==> src/rtl/serial_frame_rx.sv <==
// Serial frame receiver: start bit, DATA_BITS data bits LSB-first, optional
// parity bit, STOP_BITS stop bits. The line is sampled once per clock (no
// oversampling). Good words go into a valid/ready holding register.
// Parity, framing and overrun problems are reported as single-cycle pulses.
module serial_frame_rx #(
    parameter int unsigned DATA_BITS  = 8,
    parameter int unsigned PARITY_EN  = 0,
    parameter int unsigned PARITY_ODD = 0,
    parameter int unsigned STOP_BITS  = 1
) (
    input  logic                 clk,
    input  logic                 reset,
    input  logic                 serial_in,
    output logic [DATA_BITS-1:0] out_data,
    output logic                 out_valid,
    input  logic                 out_ready,
    output logic                 parity_err,
    output logic                 frame_err,
    output logic                 overrun_err,
    output logic                 busy
);

    localparam int unsigned CNT_W = $clog2(DATA_BITS + 1);

    // Index of the final data bit; the counter stops here and never wraps.
    localparam logic [CNT_W-1:0] LastBit = CNT_W'(DATA_BITS - 1);

    // STOP_BITS is 1 or 2, so a single-bit stop counter is enough.
    localparam logic StopLast = 1'(STOP_BITS - 1);

    // Required XOR of data and parity bit: 0 for even, 1 for odd.
    localparam logic ParSense = 1'(PARITY_ODD);

    localparam logic [2:0] StIdle     = 3'd0;
    localparam logic [2:0] StData     = 3'd1;
    localparam logic [2:0] StParity   = 3'd2;
    localparam logic [2:0] StStop     = 3'd3;
    localparam logic [2:0] StWaitIdle = 3'd4;

    logic [2:0]           state_q,       state_d;
    logic [CNT_W-1:0]     bit_cnt_q,     bit_cnt_d;
    logic                 stop_cnt_q,    stop_cnt_d;
    logic                 par_bad_q,     par_bad_d;
    logic [DATA_BITS-1:0] shift_q,       shift_d;
    logic [DATA_BITS-1:0] out_data_q,    out_data_d;
    logic                 out_valid_q,   out_valid_d;
    logic                 parity_err_q,  parity_err_d;
    logic                 frame_err_q,   frame_err_d;
    logic                 overrun_err_q, overrun_err_d;

    // High on the edge that samples the last stop bit as 1.
    logic                 frame_done;
    // Completed frame whose parity (if any) was good.
    logic                 good_frame;
    // The holding register can take a word on this edge.
    logic                 can_load;

    // Frame sequencing: start detect, data count, parity check, stop check.
    always_comb begin
        state_d      = state_q;
        bit_cnt_d    = bit_cnt_q;
        stop_cnt_d   = stop_cnt_q;
        par_bad_d    = par_bad_q;
        parity_err_d = 1'b0;
        frame_err_d  = 1'b0;
        frame_done   = 1'b0;

        case (state_q)
            StIdle: begin
                if (!serial_in) begin
                    state_d    = StData;
                    bit_cnt_d  = '0;
                    stop_cnt_d = 1'b0;
                    par_bad_d  = 1'b0;
                end
            end

            StData: begin
                if (bit_cnt_q == LastBit) begin
                    bit_cnt_d = '0;
                    state_d   = (PARITY_EN != 0) ? StParity : StStop;
                end else begin
                    bit_cnt_d = bit_cnt_q + CNT_W'(1);
                end
            end

            StParity: begin
                // The whole data word is already in shift_q at this point.
                if (((^shift_q) ^ serial_in) != ParSense) begin
                    parity_err_d = 1'b1;
                    par_bad_d    = 1'b1;
                end
                state_d = StStop;
            end

            StStop: begin
                if (!serial_in) begin
                    // Skip any remaining stop bits and wait for the line to go idle.
                    frame_err_d = 1'b1;
                    state_d     = StWaitIdle;
                end else if (stop_cnt_q == StopLast) begin
                    frame_done = 1'b1;
                    state_d    = StIdle;
                end else begin
                    stop_cnt_d = stop_cnt_q + 1'b1;
                end
            end

            StWaitIdle: begin
                // A low line here is the tail of a broken frame, not a start bit.
                if (serial_in) begin
                    state_d = StIdle;
                end
            end

            default: begin
                state_d = StIdle;
            end
        endcase
    end

    // Data capture: write the sampled line bit into position bit_cnt.
    always_comb begin
        shift_d = shift_q;
        if (state_q == StData) begin
            for (int i = 0; i < int'(DATA_BITS); i++) begin
                if (bit_cnt_q == CNT_W'(i)) begin
                    shift_d[i] = serial_in;
                end
            end
        end
    end

    // Holding register: load on good completion, clear on accept, flag overrun.
    always_comb begin
        out_data_d    = out_data_q;
        out_valid_d   = out_valid_q;
        overrun_err_d = 1'b0;

        good_frame = frame_done && !par_bad_q;
        can_load   = !out_valid_q || out_ready;

        if (out_valid_q && out_ready) begin
            out_valid_d = 1'b0;
        end

        // A load on the same edge as an accept wins, so out_valid stays high.
        if (good_frame) begin
            if (can_load) begin
                out_data_d  = shift_q;
                out_valid_d = 1'b1;
            end else begin
                overrun_err_d = 1'b1;
            end
        end
    end

    // FSM and frame-tracking state.
    always_ff @(posedge clk or posedge reset) begin
        if (reset) begin
            state_q    <= StIdle;
            bit_cnt_q  <= '0;
            stop_cnt_q <= 1'b0;
            par_bad_q  <= 1'b0;
            shift_q    <= '0;
        end else begin
            state_q    <= state_d;
            bit_cnt_q  <= bit_cnt_d;
            stop_cnt_q <= stop_cnt_d;
            par_bad_q  <= par_bad_d;
            shift_q    <= shift_d;
        end
    end

    // Output holding register and error pulse registers.
    always_ff @(posedge clk or posedge reset) begin
        if (reset) begin
            out_data_q    <= '0;
            out_valid_q   <= 1'b0;
            parity_err_q  <= 1'b0;
            frame_err_q   <= 1'b0;
            overrun_err_q <= 1'b0;
        end else begin
            out_data_q    <= out_data_d;
            out_valid_q   <= out_valid_d;
            parity_err_q  <= parity_err_d;
            frame_err_q   <= frame_err_d;
            overrun_err_q <= overrun_err_d;
        end
    end

    assign out_data    = out_data_q;
    assign out_valid   = out_valid_q;
    assign parity_err  = parity_err_q;
    assign frame_err   = frame_err_q;
    assign overrun_err = overrun_err_q;
    assign busy        = (state_q != StIdle);

endmodule

==> config.mk <==
export PLATFORM = sky130hd
export DESIGN_NAME = serial_frame_rx
export DESIGN_NICKNAME = d
export VERILOG_FILES = /design/src/rtl/serial_frame_rx.sv
export SDC_FILE = /design/constraint.sdc
export NUM_CORES = 1
export LEC_CHECK = 0
export CAP_MARGIN = 0
export CORE_MARGIN = 4
export CORE_UTILIZATION = 30
export CTS_BUF_LIST = sky130_fd_sc_hd__clkbuf_8
export CTS_CLUSTER_SIZE = 25
export DETAILED_ROUTE_END_ITERATION = 8
export PLACE_DENSITY = 0.56
export REMOVE_ABC_BUFFERS = 1
export SKIP_CTS_REPAIR_TIMING = 1
export SLEW_MARGIN = 5
export SYNTH_ARGS = -nofsm -noshare
export SYNTH_HDL_FRONTEND = slang
export SYNTH_SLANG_ARGS = --single-unit
==> constraint.sdc <==
create_clock -name clk -period 1.9 [get_ports clk]
set_input_delay 0.38 -clock clk [delete_from_list [all_inputs] [get_ports clk]]
set_output_delay 0.38 -clock clk [all_outputs]
set_load 0.01 [all_outputs]
Word level (Yosys, flattened, before mapping)
Cells that the tools add are included.
{"block": "op_classes", "addsub": 2, "n_eq_ne": 17, "n_mux": 27, "bitwise_logic": 1, "reduce_logical": 25}
{"op": "AND reduction 2 bit", "n": 10}
{"op": "equality test 4 x 3 -> 1 bit (second input constant)", "n": 4}
{"op": "2-to-1 mux 1 bit", "n": 16}
{"op": "2-to-1 mux 3 bit", "n": 5}
{"op": "one-hot mux 3 bit (5 select lines)", "n": 1}
{"op": "equality test 4 x 2 -> 1 bit (second input constant)", "n": 2}
{"op": "2-to-1 mux 4 bit", "n": 2}
{"op": "inequality test 2 bit (second input constant)", "n": 4}
{"op": "one-hot mux 4 bit (2 select lines)", "n": 1}
{"op": "parity 8 bit", "n": 1}
{"op": "equality test 3 x 2 -> 1 bit (second input constant)", "n": 2}
{"op": "AND reduction 3 bit", "n": 2}
{"op": "nonzero test 2 bit", "n": 3}
{"op": "adder 4 x 1 -> 4 bit (second input constant)", "n": 1}
{"op": "equality test 4 x 1 -> 1 bit (second input constant)", "n": 1}
{"op": "zero test 4 bit", "n": 1}
{"op": "one-hot mux 1 bit (2 select lines)", "n": 2}
{"op": "AND reduction 4 bit", "n": 1}
{"op": "equality test 3 x 1 -> 1 bit (second input constant)", "n": 1}
{"op": "equality test 3 bit (second input constant)", "n": 1}
{"op": "zero test 3 bit", "n": 1}
{"op": "inequality test 3 bit (second input constant)", "n": 1}
{"op": "nonzero test 3 bit", "n": 1}
{"op": "logical AND 1 bit", "n": 2}
{"op": "5 further kinds", "n": 6}
{"block": "word_totals", "register_bits": 29, "input_bits": 4, "wordCells": 89}

Logic depth before layout (Yosys ltp)
{"block": "depth", "ltp_word": 5, "ltp_mapped": 5, "depth_no_buf": 5}

Worst setup path after synthesis
No wires, ideal clock.
{"block": "synth_path", "kind": "reg-to-output", "startpoint": "register state_q[0]", "endpoint": "output busy", "arrival_time_ns": 1.023, "required_time_ns": 1.520, "setup_slack_ns": 0.497, "stages_incl_launch_ff": 3, "cell_sequence": "dfrtp_1 buf_2 or3_2"}
{"block": "synth_between", "elab_chain_len": 1}
{"item": "start: declaration", "line_no": "40", "rtl": "logic [2:0] state_q, state_d;"}
{"item": "start signal: assignment", "line_no": "161", "rtl": "state_q <= StIdle;"}
{"item": "start signal: assignment", "line_no": "167", "rtl": "state_q <= state_d;"}
{"item": "nonzero test 3 bit", "line_no": "197", "rtl": "assign busy = (state_q != StIdle);"}
{"item": "end: declaration", "line_no": "20", "rtl": "output logic busy"}
Every way passes these cells.

Worst setup path in the final report
{"block": "layout_path", "startpoint": "register state_q[2]", "endpoint": "output busy"}
Same word-level chain as after synthesis.

==> results.py <==
metrics = {
    "sta": {
        "slew_violations": 0,
        "finalSetupViolations": 0,
        "hold_slack_ps": 473,
        "period_minus_slack_ps": 1700,
        "finalHoldViolations": 0,
        "rsz0062_at_grt": "false",
        "slew_headroom_pct": 75.6,
        "fin_tns_setup_ps": 0,
        "fin_crit_sh_pct": 89.4,
        "tightestPinTransition_ps": 367,
        "fin_skew_ps": 1.18,
        "max_freq_mhz": 588,
    },
    "cells_and_area": {
        "multiInputGateArea_um2": 599,
        "area_growth_pct": 23.4,
        "n_antenna_cell": 0,
        "fillers": 422,
        "drive_gt1_share_pct": 25.6,
        "fin_util_pct": 39.7,
        "layout_common_cells": "dfrtp_1, clkdlybuf4s50_1, mux2_2, nand2_1",
        "mostFrequentLayoutCell": "dfrtp_1",
        "seq_area_um2": 701,
        "fin_nets": 142,
        "finalInstanceArea_mm2": 0.00164,
        "fin_cells": 183,
    },
    "drt": {
        "wl_per_cell_um": 13.6,
        "drt_wl_total_um": 2500,
        "vias_per_cell": 4.68,
        "dr.pass1.iters": 4,
        "drc": 0,
        "drtIter0Drc": 14,
        "num_vias": 856,
        "ant_nets": 0,
    },
    "worst_setup_path": {
        "reg2reg_slack_ps": 400,
        "crit_path_end_kind": "primary output",
        "reg2reg_from": "shift_q[6]",
        "cp-startpoint": "state_q[2]",
        "crit_arrival_ps": 1320,
        "path_buf_inv": 1,
        "rr_worst_depth": 4,
        "timing.rr.end": "par_bad_q",
        "cp.depth": 2,
        "crit_chain": "or3_2, dlymetal6s2s_1",
        "crit_path_max_incr_delay_ps": 480,
        "crit_family": "simple AND/OR/NAND/NOR gates",
        "slowest_stage": "or3_2",
        "cp.required_ps": 1520,
        "crit_end": "busy",
        "cp-start-kind": "register",
        "path_max_fanout": 2,
        "crit_type": "reg -> out",
    },
    "clocking": {
        "clock_latency_ps": 270,
        "clock-sinks": 28,
        "cts_tree": "yes",
        "cts_root_buf": "clkbuf_8",
        "cts_buffer_depth": 2,
        "cts_buffers": 3,
        "h-tree-depth": 1,
        "clk_pin_slew_ps": 90,
    },
    "floorplanning": {
        "start_util_pct": 32.2,
        "num_rows": 23,
        "dieArea_mm2": 0.00557,
        "core_area_mm2": 0.00414,
        "dieHeight_um": 74.6,
        "die_x_um": 74.6,
        "pin_count": 17,
    },
    "place": {
        "port_buffers": 16,
        "routabilityCongestion": 0.754,
        "dp.cells": 179,
        "dp_hpwl_um": 1820,
        "placed_area_mm2": 0.00159,
    },
    "min_path": {
        "hold_path.class": "in -> async",
    },
    "global_route": {
        "grt_pass1_wl_um": 4310,
        "grt_max_degree": 29,
        "grt_pass1_vias": 902,
        "gr-total-overflow": 0,
        "grt.total_usage_pct": 10.1,
        "antenna_found_initial": 0,
    },
    "synthesis": {
        "syn_avg_cell_area_um2": 12.1,
        "synth_area_leaders": "dfrtp_1, mux2_2, ha_1",
        "ys_types": 32,
        "async_reset_ff_share_pct": 100,
        "postSynthCellCount": 110,
        "yosysSeqAreaShare_pct": 52.6,
        "yosys.area.top_type_share_pct": 52.6,
        "yosysTopAreaCell": "dfrtp_1",
        "yosysWarnings": 0,
        "synth_ff_type": "dfrtp_1",
        "synth.cell_area_mm2": 0.00133,
        "synth_edf_count": 0,
        "ys_ff_latch": 28,
    },
    "pwr": {
        "max-vdd-ir-drop_v": 0.000535,
        "power_leakage_uw": 0.000731,
        "power.density_mw_per_mm2": 1660,
    },
    "run_status": {
        "status": "completed",
    },
    "job": {
        "maxCapViolations": 0,
    },
}
[worst min path at each step]
stage | to | cells after the start | slack, ps | from
3_3_place_gp | out_data[0] | 1 | 490 | out_data[0]
5_1_grt | parity_err | 3 | 510 | reset
3_5_place_dp | out_data[0] | 1 | 500 | out_data[0]
4_1_cts | out_data[4] | 3 | 480 | reset
2_1_floorplan | bit_cnt_q[0] | 1 | 450 | reset
6_report | overrun_err | 3 | 470 | reset
[power by group]
part           total (uW)  switching, uW  internal (uW)  leakage, uW
sequential           1050            208            845     0.000347
clock                 368            182            186    0.0000288
combinational        1310            547            766     0.000355
total                2730            937           1800     0.000731
[worst min-delay path, stage by stage]
cell             delay (ps)
clkdlybuf4s50_1         400
inv_1                    50
buf_4                   340
[stage by stage]
step           worst slack, ps  power, uW
2_1_floorplan              527       1920
3_3_place_gp               193       2360
3_5_place_dp               157       2390
4_1_cts                   -125       2770
5_1_grt                    151       2940
6_report                   201       2730
[cell usage after synthesis (all sizes together) (2+ instances only)]
cell type,count
buf,2
nor2,7
nand3,5
mux2,16
inv,5
o21ai,5
or3,2
xnor2,4
ha,4
dfrtp,28
xor2,2
nand2,13
a21oi,3
[sequential cells by signal (all words and copies together) (netlist names)]
signal / flops
bit_cnt_q: 4
frame_err: 1
out_valid: 1
overrun_err: 1
shift_q: 8
par_bad_q: 1
parity_err: 1
state_q: 3
out_data: 8
[per-layer routing]
metal | vias to the layer above | part of all wire, % | global-route usage (%)
met4 | 0 | 1.1 | 2.96
met1 | 422 | 50 | 13.6
met2 | 13 | 46 | 16.3
li1 | 419 | - | -
met5 | - | 0 | 0
met3 | 2 | 2.9 | 2.40
[logic make-up after synthesis]
family | Yosys count | share of synthesized area, %
xor gates and xnor gates | 7 | 5.63
adders and majority gates | 4 | 3.76
AOI/OAI and AO/OA | 10 | 4.41
buffers and inverters | 8 | 2.44
DFF | 28 | 52.6
muxes | 16 | 14.1
and+or+nand+nor | 37 | 17.1
[cell type report]
type                    count  share of cell area (%)
well taps                  50                    3.81
multi-input cells          74                    36.5
inverters                   5                    1.14
repair buffers             22                    12.6
clock buffers               4                    3.35
flip-flops and latches     28                    42.6
Note: power is estimated with default switching activity, not from simulation.
